## src/rtl/global_defs.sv

```systemverilog
// Shared types for the request path: parser output record, time and age counters.
package global_defs;

  localparam int QUEUE_SIZE = 8;

  typedef logic [31:0] int_t;
  typedef logic [7:0]  age_counter_t;

  typedef struct packed {
    logic        op_ready_s;
    int_t        time_cpu;
    logic [31:0] addr;
    logic        is_write;
  } parser_out_struct_t;

endpackage

```

## src/rtl/req_queue_param.sv

```systemverilog
// Aging request queue: entries wait AGE_THRESH cycles at the head before issue,
// and queue time jumps forward to the first request's timestamp when idle.
module req_queue_param
  import global_defs::*;
#(
  parameter int DEPTH      = QUEUE_SIZE,
  parameter int AGE_THRESH = 100,
  parameter int AGE_W      = 8
) (
  input  logic                         clk,
  input  logic                         rst,
  input  parser_out_struct_t           in,
  output logic                         in_ready,
  input  logic                         flush,
  output parser_out_struct_t           out,
  output logic                         out_valid,
  input  logic                         out_ready,
  output logic [$clog2(DEPTH+1)-1:0]   count,
  output logic                         full,
  output logic                         empty,
  output int_t                         curr_time
);

  localparam int PTR_W = $clog2(DEPTH);
  localparam int CNT_W = $clog2(DEPTH+1);
  localparam logic [AGE_W-1:0] AGE_MAX = '1;
  localparam logic [AGE_W-1:0] AGE_TH  = AGE_W'(AGE_THRESH);

  parser_out_struct_t r_mem [DEPTH];
  logic [AGE_W-1:0]   r_age [DEPTH];
  logic [PTR_W-1:0]   r_head;
  logic [PTR_W-1:0]   r_tail;
  logic [CNT_W-1:0]   r_count;
  parser_out_struct_t r_out;
  logic               r_out_valid;
  int_t               r_time;

  logic               w_full;
  logic               w_empty;
  logic               w_accept;
  logic               w_pop;
  logic [DEPTH-1:0]   w_valid;

  assign w_full   = (r_count == CNT_W'(DEPTH));
  assign w_empty  = (r_count == '0);
  assign in_ready = !w_full && !flush && (w_empty || in.time_cpu <= r_time);
  assign w_accept = in_ready && in.op_ready_s;
  assign w_pop    = !flush && !w_empty && (r_age[r_head] >= AGE_TH) &&
                    (!r_out_valid || out_ready);

  // An entry is live when its distance from head is below the occupancy.
  always_comb begin
    w_valid = '0;
    for (int i = 0; i < DEPTH; i++) begin
      w_valid[i] = ({1'b0, PTR_W'(i) - r_head}) < r_count;
    end
  end

  always_ff @(posedge clk) begin
    if (w_accept) begin
      r_mem[r_tail] <= in;
    end
  end

  always_ff @(posedge clk or posedge rst) begin
    if (rst) begin
      r_head      <= '0;
      r_tail      <= '0;
      r_count     <= '0;
      r_out       <= '0;
      r_out_valid <= 1'b0;
      r_time      <= '0;
      for (int i = 0; i < DEPTH; i++) begin
        r_age[i] <= '0;
      end
    end else if (flush) begin
      r_head      <= '0;
      r_tail      <= '0;
      r_count     <= '0;
      r_out_valid <= 1'b0;
      r_time      <= r_time + 32'd1;
      for (int i = 0; i < DEPTH; i++) begin
        r_age[i] <= '0;
      end
    end else begin
      // An idle queue skips ahead to the first request's timestamp.
      r_time <= (w_accept && w_empty) ? in.time_cpu : r_time + 32'd1;

      for (int i = 0; i < DEPTH; i++) begin
        if (w_accept && (PTR_W'(i) == r_tail)) begin
          r_age[i] <= '0;
        end else if (w_valid[i] && (r_age[i] != AGE_MAX)) begin
          r_age[i] <= r_age[i] + AGE_W'(1);
        end
      end

      if (w_accept) begin
        r_tail <= r_tail + PTR_W'(1);
      end

      if (w_pop) begin
        r_head      <= r_head + PTR_W'(1);
        r_out       <= r_mem[r_head];
        r_out_valid <= 1'b1;
      end else if (out_ready) begin
        r_out_valid <= 1'b0;
      end

      case ({w_accept, w_pop})
        2'b10:   r_count <= r_count + CNT_W'(1);
        2'b01:   r_count <= r_count - CNT_W'(1);
        default: r_count <= r_count;
      endcase
    end
  end

  assign out       = r_out;
  assign out_valid = r_out_valid;
  assign count     = r_count;
  assign full      = w_full;
  assign empty     = w_empty;
  assign curr_time = r_time;

endmodule

```

## config.mk

```make
export PLATFORM = sky130hd
export DESIGN_NAME = req_queue_param
export DESIGN_NICKNAME = d
export VERILOG_FILES = /design/src/rtl/global_defs.sv /design/src/rtl/req_queue_param.sv
export SDC_FILE = /design/constraint.sdc
export NUM_CORES = 1
export LEC_CHECK = 0
export BUFFER_PORTS_ARGS = -buffer_cell sky130_fd_sc_hd__buf_2
export CAP_MARGIN = 20
export CORE_ASPECT_RATIO = 0.7
export CORE_MARGIN = 4
export CORE_UTILIZATION = 40
export DETAILED_ROUTE_END_ITERATION = 10
export PLACE_DENSITY_LB_ADDON = 0.05
export SETUP_SLACK_MARGIN = 0.05
export SLEW_MARGIN = 20
export SYNTH_ARGS = -nofsm -noshare
export SYNTH_HDL_FRONTEND = slang
export SYNTH_SLANG_ARGS = --single-unit
```

## constraint.sdc

```tcl
create_clock -name clk -period 23.9 [get_ports clk]
set_clock_uncertainty 0.15 [all_clocks]
set_input_delay 3.585 -clock clk [delete_from_list [all_inputs] [get_ports clk]]
set_output_delay 3.585 -clock clk [all_outputs]
set_load 0.02 [all_outputs]
```

* Word level (Yosys, flattened, before mapping)
Memories as Yosys holds them, arrays and structs flattened. A register that Yosys moved wholly into a read port is not among the register bits.
Index checks and enable logic that the tools add are counted.
** Storage, ports and cells
- Bits in registers :: 107
- Bits of input ports :: 70
- Memories :: 1
- Output and inout port bits :: 106
- Logic and storage cells :: 143
- Bits in writable memories :: 528
** Operators by class
- Equality and inequality tests :: 18
- Reductions and logical operators :: 44
- Bitwise gates (word level) :: 2
- $lt $le $gt $ge :: 11
- $add $sub $neg :: 21
- Multiplexer cells :: 33
** Memory list
- r_mem :: words 8, bits a word 66, read ports 1, clocked after memory_dff 1, wr ports 1, RTL line req_queue_param.sv:29 : parser_out_struct_t r_mem [DEPTH];
** Operators by type and width (count)
- 2-to-1 mux 8 bit :: 18
- adder 8 x 1 -> 8 bit (second input constant) :: 8
- 2-to-1 mux 32 bit :: 2
- 2-to-1 mux 64 bit :: 1
- inequality test 8 bit (second input constant) :: 8
- adder 32 x 1 -> 32 bit (second input constant) :: 1
- less-or-equal comparator 32 bit :: 1
- < comparator 3 x 4 -> 1 bit :: 8
- nonzero test 3 bit :: 10
- binary-select mux 8 bit (select 3 bit) :: 1
- logical AND 1 bit :: 23
- == test 3 bit (first input constant) :: 4
- 2-to-1 mux 3 bit :: 4
- subtractor 3 bit (first input constant) :: 4
- greater-or-equal comparator 8 x 7 -> 1 bit (second input constant) :: 1
- one-hot mux 4 bit (2 select lines) :: 1
- adder 3 x 1 -> 3 bit (second input constant) :: 2
- == test 2 x 3 -> 1 bit (first input constant) :: 2
- subtractor 1 x 3 -> 3 bit (first input constant) :: 2
- subtractor 2 x 3 -> 3 bit (first input constant) :: 2
- 2-to-1 mux 1 bit :: 5
- adder 4 x 1 -> 4 bit (second input constant) :: 1
- == test 4 bit (second input constant) :: 1
- greater-or-equal comparator 4 bit (second input constant) :: 1
- 13 further kinds :: 18

* Longest topological paths before layout
Gate-level depths: netlist of run 1.
- Depth after elaboration :: 10
- Mapped depth :: 17
- Gate-level depth less buffers :: 15

* Worst setup path after synthesis of run 1
No wires, ideal clock.
- Kind :: input-to-reg
- From :: input in[62] in the netlist's numbering
- To :: memory r_mem[6][0] in the netlist's numbering (enable)
- Path buffers :: 2
- Library setup time :: 0.571 ns
- Cell stages on the path :: 10
- Arrival time :: 10.174 ns
- Slack :: 13.005 ns
- Cells stage by stage :: ha_1 > a211oi_1 > nor2_1 > a2111o_1 > o32a_1 > a311oi_2 > buf_4 > buf_4 > nand2_1 > nor3_1
** On the way
- Longest elaborated chain between the ends :: 6
** RTL lines
- start: declaration :: RTL line req_queue_param.sv:12 : input parser_out_struct_t in,
- less-or-equal comparator 32 bit :: RTL line req_queue_param.sv:46 : assign in_ready = !w_full && !flush && (w_empty || in.time_cpu <= r_time);
- logical OR 1 bit :: RTL line req_queue_param.sv:46
- logical AND 1 bit :: RTL line req_queue_param.sv:46
- logical AND 1 bit :: RTL line req_queue_param.sv:47 : assign w_accept = in_ready && in.op_ready_s;
- 2-to-1 mux 1 bit :: RTL line req_queue_param.sv:60 : if (w_accept) begin
- 2-to-1 mux 1 bit (not written as such) :: RTL line req_queue_param.sv:61 : r_mem[r_tail] <= in;
- end: declaration :: RTL line req_queue_param.sv:29
Every way passes these cells.

* Worst setup path after layout of run 1
- From :: input in[33] in the netlist's numbering
- To :: output in_ready
** On the way
- Longest elaborated chain between the ends :: 3
** RTL lines
- less-or-equal comparator 32 bit :: RTL line req_queue_param.sv:46
- logical OR 1 bit :: RTL line req_queue_param.sv:46
- logical AND 1 bit :: RTL line req_queue_param.sv:46
- end: declaration :: RTL line req_queue_param.sv:13 : output logic in_ready,
Every way passes these cells.

==> results of run 1 <==
==> per-layer routing <==
layer / vias up / GRT usage / wire length (um)
met3: 102 / 0.04012 / 3508
met4: 14 / 0.04062 / 1223
met5: - / 0 / 83
li1: 7319 / - / -
met1: 8211 / 0.2744 / 33490
met2: 320 / 0.2982 / 33340
==> flip-flops by register name (all words and copies together) (netlist names) <==
signal,count
r_mem,528
out,66
r_head,3
r_tail,3
curr_time,32
count,4
r_age,64
out_valid,1
==> area by class of cell <==
cell class	instances	area, sq um	area share
Antenna cell	1	2.502	0.00007522
Clock inverter	33	241.5	0.007259
Timing Repair Buffer	210	1139	0.03422
Inverter	56	219.0	0.006582
Clock buffer	100	1991	0.05984
Sequential cell	701	20200	0.6071
Tap cell	966	1209	0.03633
Multi-Input combinational cell	980	8272	0.2486
==> worst min path at each step <==
| stage | start | endpoint | cells after the start |
|---|---|---|---|
| 4_1_cts | out[42]$_DFFE_PP0P_ | out[42]$_DFFE_PP0P_ | 2 |
| 3_3_place_gp | out[36]$_DFFE_PP0P_ | out[36]$_DFFE_PP0P_ | 2 |
| 5_1_grt | out[25]$_DFFE_PP0P_ | out[25]$_DFFE_PP0P_ | 2 |
| 3_5_place_dp | r_age[46]$_DFFE_PP0P_ | r_age[46]$_DFFE_PP0P_ | 2 |
| 6_report | out[29]$_DFFE_PP0P_ | out[29]$_DFFE_PP0P_ | 2 |
| 2_1_floorplan | r_age[17]$_DFFE_PP0P_ | r_age[17]$_DFFE_PP0P_ | 2 |
==> cell families (layout without fill, tap and decap cells) <==
logic type / after synthesis / in the layout / synth area share
flip-flops: 701 / 701 / 0.6982
AND/OR/NAND/NOR: 485 / 485 / 0.07501
AO/OA/AOI/OAI: 185 / 185 / 0.03969
multiplexers: 155 / 155 / 0.1136
buffers and inverters: 133 / 399 / 0.01796
XOR/XNOR: 91 / 91 / 0.02757
adder cells (fa/ha/maj): 64 / 64 / 0.02796
other: 0 / 1 / 0
==> where the power goes <==
group | leakage [nW] | total, W | switching (W) | internal, W
sequential | 7.02 | 0.00155 | 0.0000967 | 0.00146
combinational | 3.79 | 0.000590 | 0.000379 | 0.000211
clock | 1.10 | 0.00108 | 0.000462 | 0.000616
==> metrics by stage <==
stage,std cells,util
CTS,3046,0.4645
floorplan,1814,-
detailed placement,2913,0.4333
global placement,2913,0.4333
finish,3047,0.4646
global route,3046,0.4645
==> cell usage after synthesis, drive strengths merged, types with 5 or more instances <==
master  number  area share
a21o         5      0.0013
a21oi       33      0.0057
a31o         6      0.0018
a31oi       69       0.015
and2        17      0.0037
and3        18      0.0039
buf         20      0.0032
clkbuf      57      0.0074
dfrtp      173        0.15
edfxtp     528        0.55
ha          63       0.027
inv         56      0.0073
mux2i       13      0.0045
mux4       138        0.11
nand2      209       0.027
nand3       19      0.0033
nand4       41      0.0089
nor2       137       0.018
nor2b        6      0.0013
nor3        17      0.0029
nor4         7      0.0015
o21a         6      0.0016
o21ai       43      0.0074
xnor2       59       0.018
xor2        32      0.0097
==> worst min-delay path: cells and delay by family, from the launching register on <==
family / cells / cell delay (ns)
DFF: 1 / 0.37
and+or+nand+nor: 1 / 0.10
AOI/OAI and AO/OA: 1 / 0.04
==> metrics.cfg, run 1 <==
[synth]
syn_area_sq_mm=0.02891
ys_warn_count=0
ys_async_sr_fraction=0.2468
syn_inst=1814
synth-edff-count=528
synth_cell_types=58
syn-num-nets=1948
syn-mean-instance-area_sq_um=15.94
ys_seq_area_frac=0.6982
synth-main-ff-cell=edfxtp_1
ys_ff_latch=701

[pwr]
finalPower_w=0.003222
power_density_mw_per_mm2=96.85
leakage_nw=11.91
ir_drop_uv=46.93

[setup_path]
startpoint=in[33]
reg2reg_depth=12
critPathCapture=in_ready
crit_top_cell=buf_2
cp_cell_sequence=buf_2, inv_1, ha_1, nand4_1, nor4_1, a21oi_1, o32a_1, a31oi_1, buf_2
critPathCaptureType=output pin
cp.arrival_ns=6.13
path_class=primary input to output pin
cp_top_family=compound AO/OA/AOI/OAI gates
cp.required_ns=20.17
crit_path_max_fanout=9
cp_num_cells=9
r2r_start=curr_time[14]$_DFF_PP0_
cpPeakStageDelay_ns=0.65
rr_endpoint=r_mem[3][20]$_DFFE_PP_
r2r_slack_ns=18.72
path_buf_inv=3
critical_path.slowest_cell=nor4_1
crit_path_start_kind=primary input

[hold_path]
holdCritPathClass=flop to flop

[cells_and_area]
layout-drive-gt1-share=0.2293
nFillCells=6371
final_common_cell=edfxtp_1
mostFrequentLayoutCells=528 x edfxtp_1, 208 x nand2_1, 175 x buf_2, 170 x dfrtp_1, 138 x mux4_2
area_growth_pct=15.08
stdcell_area_sq_mm=0.03327
finalNetCount=2155

[timing]
fin_tns_setup_ns=0
rsz0062_at_grt=no
fin_crit_ns=9.869
finalMaxSlewViolations=0
hold_violations=0
worst_hold_slack_ns=0.3971
min_period_over_period=0.4129
max_freq_mhz=101.3
worstMarginPinSlew_ns=0.9930
slew_headroom=0.3276
setup_slack_ns=14.03
setup_viol=0

[clocking]
clkTransAtPathRegs_ns=0.06
cts_tree=yes
cts_hold_buf=0
clock_path_buffers=3
clkSinkCount=701
cts.root.buffer_cell=clkbuf_16
cts_setup_buffers=0
cts_made_buffers=72
clock_latency_ns=0.62
h-tree-depth=3
post_cts_resized=0

[flow_run]
drv_cap=0

[place]
place.gp.congestion=0.7997
pre_cts_slack_ns=14.05
io_buffers=175
dpl.hpwl_um=41690
place_area_sq_mm=0.03103

[detailed_routing]
via_count=15970
viasPerCell=5.240
drt.antenna.violating_nets=0
first_pass_iters=5
drt_iter0_drc=1001
wire_per_inst_um=23.51
wirelength_um=71640
drc=0

[grt]
grt_max_degree=76
grt_overflow=0
antenna_found_initial=9
grt_usage=0.1897
first_global_vias=16550
grt_pass1_wl_um=107900

[floorplan]
die-area_sq_mm=0.07670
die_w_um=329.3
rows=82
top_level_ports=176
start_util=0.4037
die_h_um=232.9
coreArea_sq_mm=0.07161

[outcome]
status=finished clean

Note: power is estimated with default switching activity, not from simulation.
==> inputs of run 2 (changes only) <==
--- a/config.mk
+++ b/config.mk
@@ -5,6 +5,7 @@
 export SDC_FILE = /design/constraint.sdc
 export NUM_CORES = 1
 export LEC_CHECK = 0
+export ABC_AREA = 1
 export BUFFER_PORTS_ARGS = -buffer_cell sky130_fd_sc_hd__buf_2
 export CAP_MARGIN = 20
 export CORE_ASPECT_RATIO = 0.7
==> constraint.sdc (replaced) <==
create_clock -name clk -period 8.63 [get_ports clk]
set_clock_uncertainty 0.15 [all_clocks]
set_input_delay 1.2945 -clock clk [delete_from_list [all_inputs] [get_ports clk]]
set_output_delay 1.2945 -clock clk [all_outputs]
set_load 0.02 [all_outputs]
==> metrics.cfg, run 2 <==
[setup_path]
rr_endpoint=count[3]$_DFFE_PP0P_
reg2reg_depth=22
r2r_slack_ns=3.65
crit_top_cell=nand2_1
cp_cell_sequence=buf_2, ha_1, nand4_1, nor3_1, nor3b_2, nor2_1, nand2_1, nand3_2, inv_2, nand2_1, nor2_4, buf_4
critical_path.slowest_cell=nor2_4
path_class=primary input to flop
cpPeakStageDelay_ns=0.77
critPathCaptureType=flop
cp.required_ns=8.73
r2r_start=r_head[2]$_DFFE_PP0P_
crit_path_max_fanout=42
crit_path_start_kind=primary input
cp.arrival_ns=5.31

[synth]
synth-simple-area-share=0.1233
synth_area_leader_cell=edfxtp_1
syn-mean-instance-area_sq_um=11.76
synthMuxAreaShare=0
post-synth-top-count-cell=edfxtp_1
syn-num-nets=2667
synth_cell_types=45
ys_top_cells_by_area=edfxtp_1 53%, dfrtp_1 15%, nor2_1 5.6%, o21ai_0 5.0%, nand2_1 4.1%
synth_adder_area_share=0.02714
synth-main-ff-cell=edfxtp_1
synth_top_family_by_area=simple AND/OR/NAND/NOR gates
ys_async_sr_fraction=0.2468
ys_warn_count=0
ys_seq_area_frac=0.6776
synth-edff-count=528
syn_area_sq_mm=0.02979
synth_common_cells=528 x edfxtp_1, 445 x nor2_1, 322 x nand2_1
synth_xor_area_frac=0.02411
synth_top_area_frac=0.5323
synth-compound-area-share=0.1130
syn_inst=2533
ys_ff_latch=701

[floorplan]
die-area_sq_mm=0.07896
top_level_ports=176
coreArea_sq_mm=0.07353
die_w_um=334.2
start_util=0.4051
rows=83
die_h_um=236.3

[pwr]
ir_drop_uv=155.0
power_density_mw_per_mm2=289.8
finalPower_w=0.009852
leakage_nw=12.70

[grt]
antenna_found_initial=5
grt_usage=0.1984
grt_max_degree=187
first_global_vias=19240
grt_pass1_wl_um=120600
grt_overflow=0

[timing]
min_period_over_period=0.6033
finalMaxSlewViolations=0
fin_tns_setup_ns=0
hold_violations=0
fin_crit_ns=5.207
rsz0062_at_grt=no
worstMarginPinSlew_ns=1.047
max_freq_mhz=192.1
slew_headroom=0.3019
worst_hold_slack_ns=0.3295
setup_viol=0

[cells_and_area]
stdcell_area_sq_mm=0.03399
finalNetCount=2821
utilization=0.4623
layout-drive-gt1-share=0.1304
mostFrequentLayoutCells=528 x edfxtp_1, 437 x nor2_1, 321 x nand2_1, 300 x o21ai_0, 175 x buf_2
final_common_cell=edfxtp_1
area_growth_pct=14.12
largest_reg_flops=528
top_register=r_mem

[detailed_routing]
via_count=19390
first_pass_iters=6
wirelength_um=78590
drc=0
drt.antenna.violating_nets=0
wire_per_inst_um=21.11
drt_iter0_drc=1593
viasPerCell=5.208

[clocking]
clkTransAtPathRegs_ns=0.06
cts_tree=yes
cts_setup_buffers=0
cts_hold_buf=0
post_cts_resized=0
cts.root.buffer_cell=clkbuf_16
clock_latency_ns=0.63
clkSinkCount=701
clock_path_buffers=3
h-tree-depth=3
cts_made_buffers=72

[flow_run]
drv_cap=0

[place]
place_area_sq_mm=0.03161
dpl.hpwl_um=45560
io_buffers=175
place.gp.congestion=0.8007

[hold_path]
holdCritPathClass=flop to flop
hold_depth=2
hold_path.startpoint=out[12]$_DFFE_PP0P_
hold_end=out[12]$_DFFE_PP0P_

[outcome]
status=finished clean

run 2: changes by cell type after synthesis, sizes merged, moves of 42 or more:
cell / before / now
o21a: 6 / 68
inv: 56 / 123
buf: 20 / 68
xor2: 32 / 78
a31oi: 69 / 0
nand2: 209 / 327
nor2: 137 / 452
mux4: 138 / 0
o21ai: 43 / 364
xnor2: 59 / 4
o2111a: 0 / 66
nand3: 19 / 61
run 2: report_power, final:
group | switching (W) | total, W | internal, W | leakage [nW]
combinational | 0.00167 | 0.00242 | 0.000742 | 4.50
sequential | 0.000281 | 0.00429 | 0.00401 | 7.03
clock | 0.00136 | 0.00314 | 0.00178 | 1.16
total | 0.00331 | 0.00985 | 0.00654 | 12.7
run 2: worst max-delay path by stage:
stage / startpoint / end / cells past startpoint
floorplan: rst / count[0]$_DFFE_PP0P_ / 1
global placement: in[44] / r_mem[4][52]$_DFFE_PP_ / 12
detailed placement: in[40] / r_mem[4][52]$_DFFE_PP_ / 13
CTS: in[44] / r_mem[4][50]$_DFFE_PP_ / 12
global route: in[40] / r_mem[4][47]$_DFFE_PP_ / 13
finish: in[44] / r_mem[4][51]$_DFFE_PP_ / 12
run 2: area by class of cell:
| cell class | instances | area [sq um] |
|---|---|---|
| inverter | 125 | 495.5 |
| multi-input combinational | 1590 | 8647 |
| sequential | 701 | 20190 |
| clock inverter | 43 | 385.4 |
| fill | 6829 | 39530 |
| antenna | 1 | 2.502 |
| tap | 977 | 1222 |
| clock buffer | 89 | 1968 |
| timing repair buffer | 197 | 1082 |
run 2: logic make-up (layout without fill, tap and decap cells):
| group | Yosys count | in the layout |
|---|---|---|
| AO/OA/AOI/OAI | 544 | 544 |
| XOR/XNOR | 82 | 82 |
| adder cells (fa/ha/maj) | 64 | 64 |
| buffers and inverters | 242 | 454 |
| flip-flops | 701 | 701 |
| other | 0 | 1 |
| AND/OR/NAND/NOR | 900 | 900 |
run 2: metrics by stage:
step	setup WS, ns	std cells
6_report	3.423	3723
5_1_grt	3.115	3722
4_1_cts	3.383	3721
3_5_place_dp	2.719	3589
3_3_place_gp	2.819	3588
2_1_floorplan	2.497	2533
run 2: per-layer routing:
layer | routed length, um | vias up | GRT usage
li1 | - | 9213 | -
met1 | 39820 | 9651 | 0.3067
met2 | 33730 | 426 | 0.2919
met3 | 3667 | 96 | 0.03466
met4 | 1358 | 4 | 0.04404
met5 | 22 | - | 0
run 2: critical path: cells and delay by family:
family,cells,cell delay (ns)
fa+ha+maj,1,0.35
buf+inv,3,1.17
simple gates,8,2.46
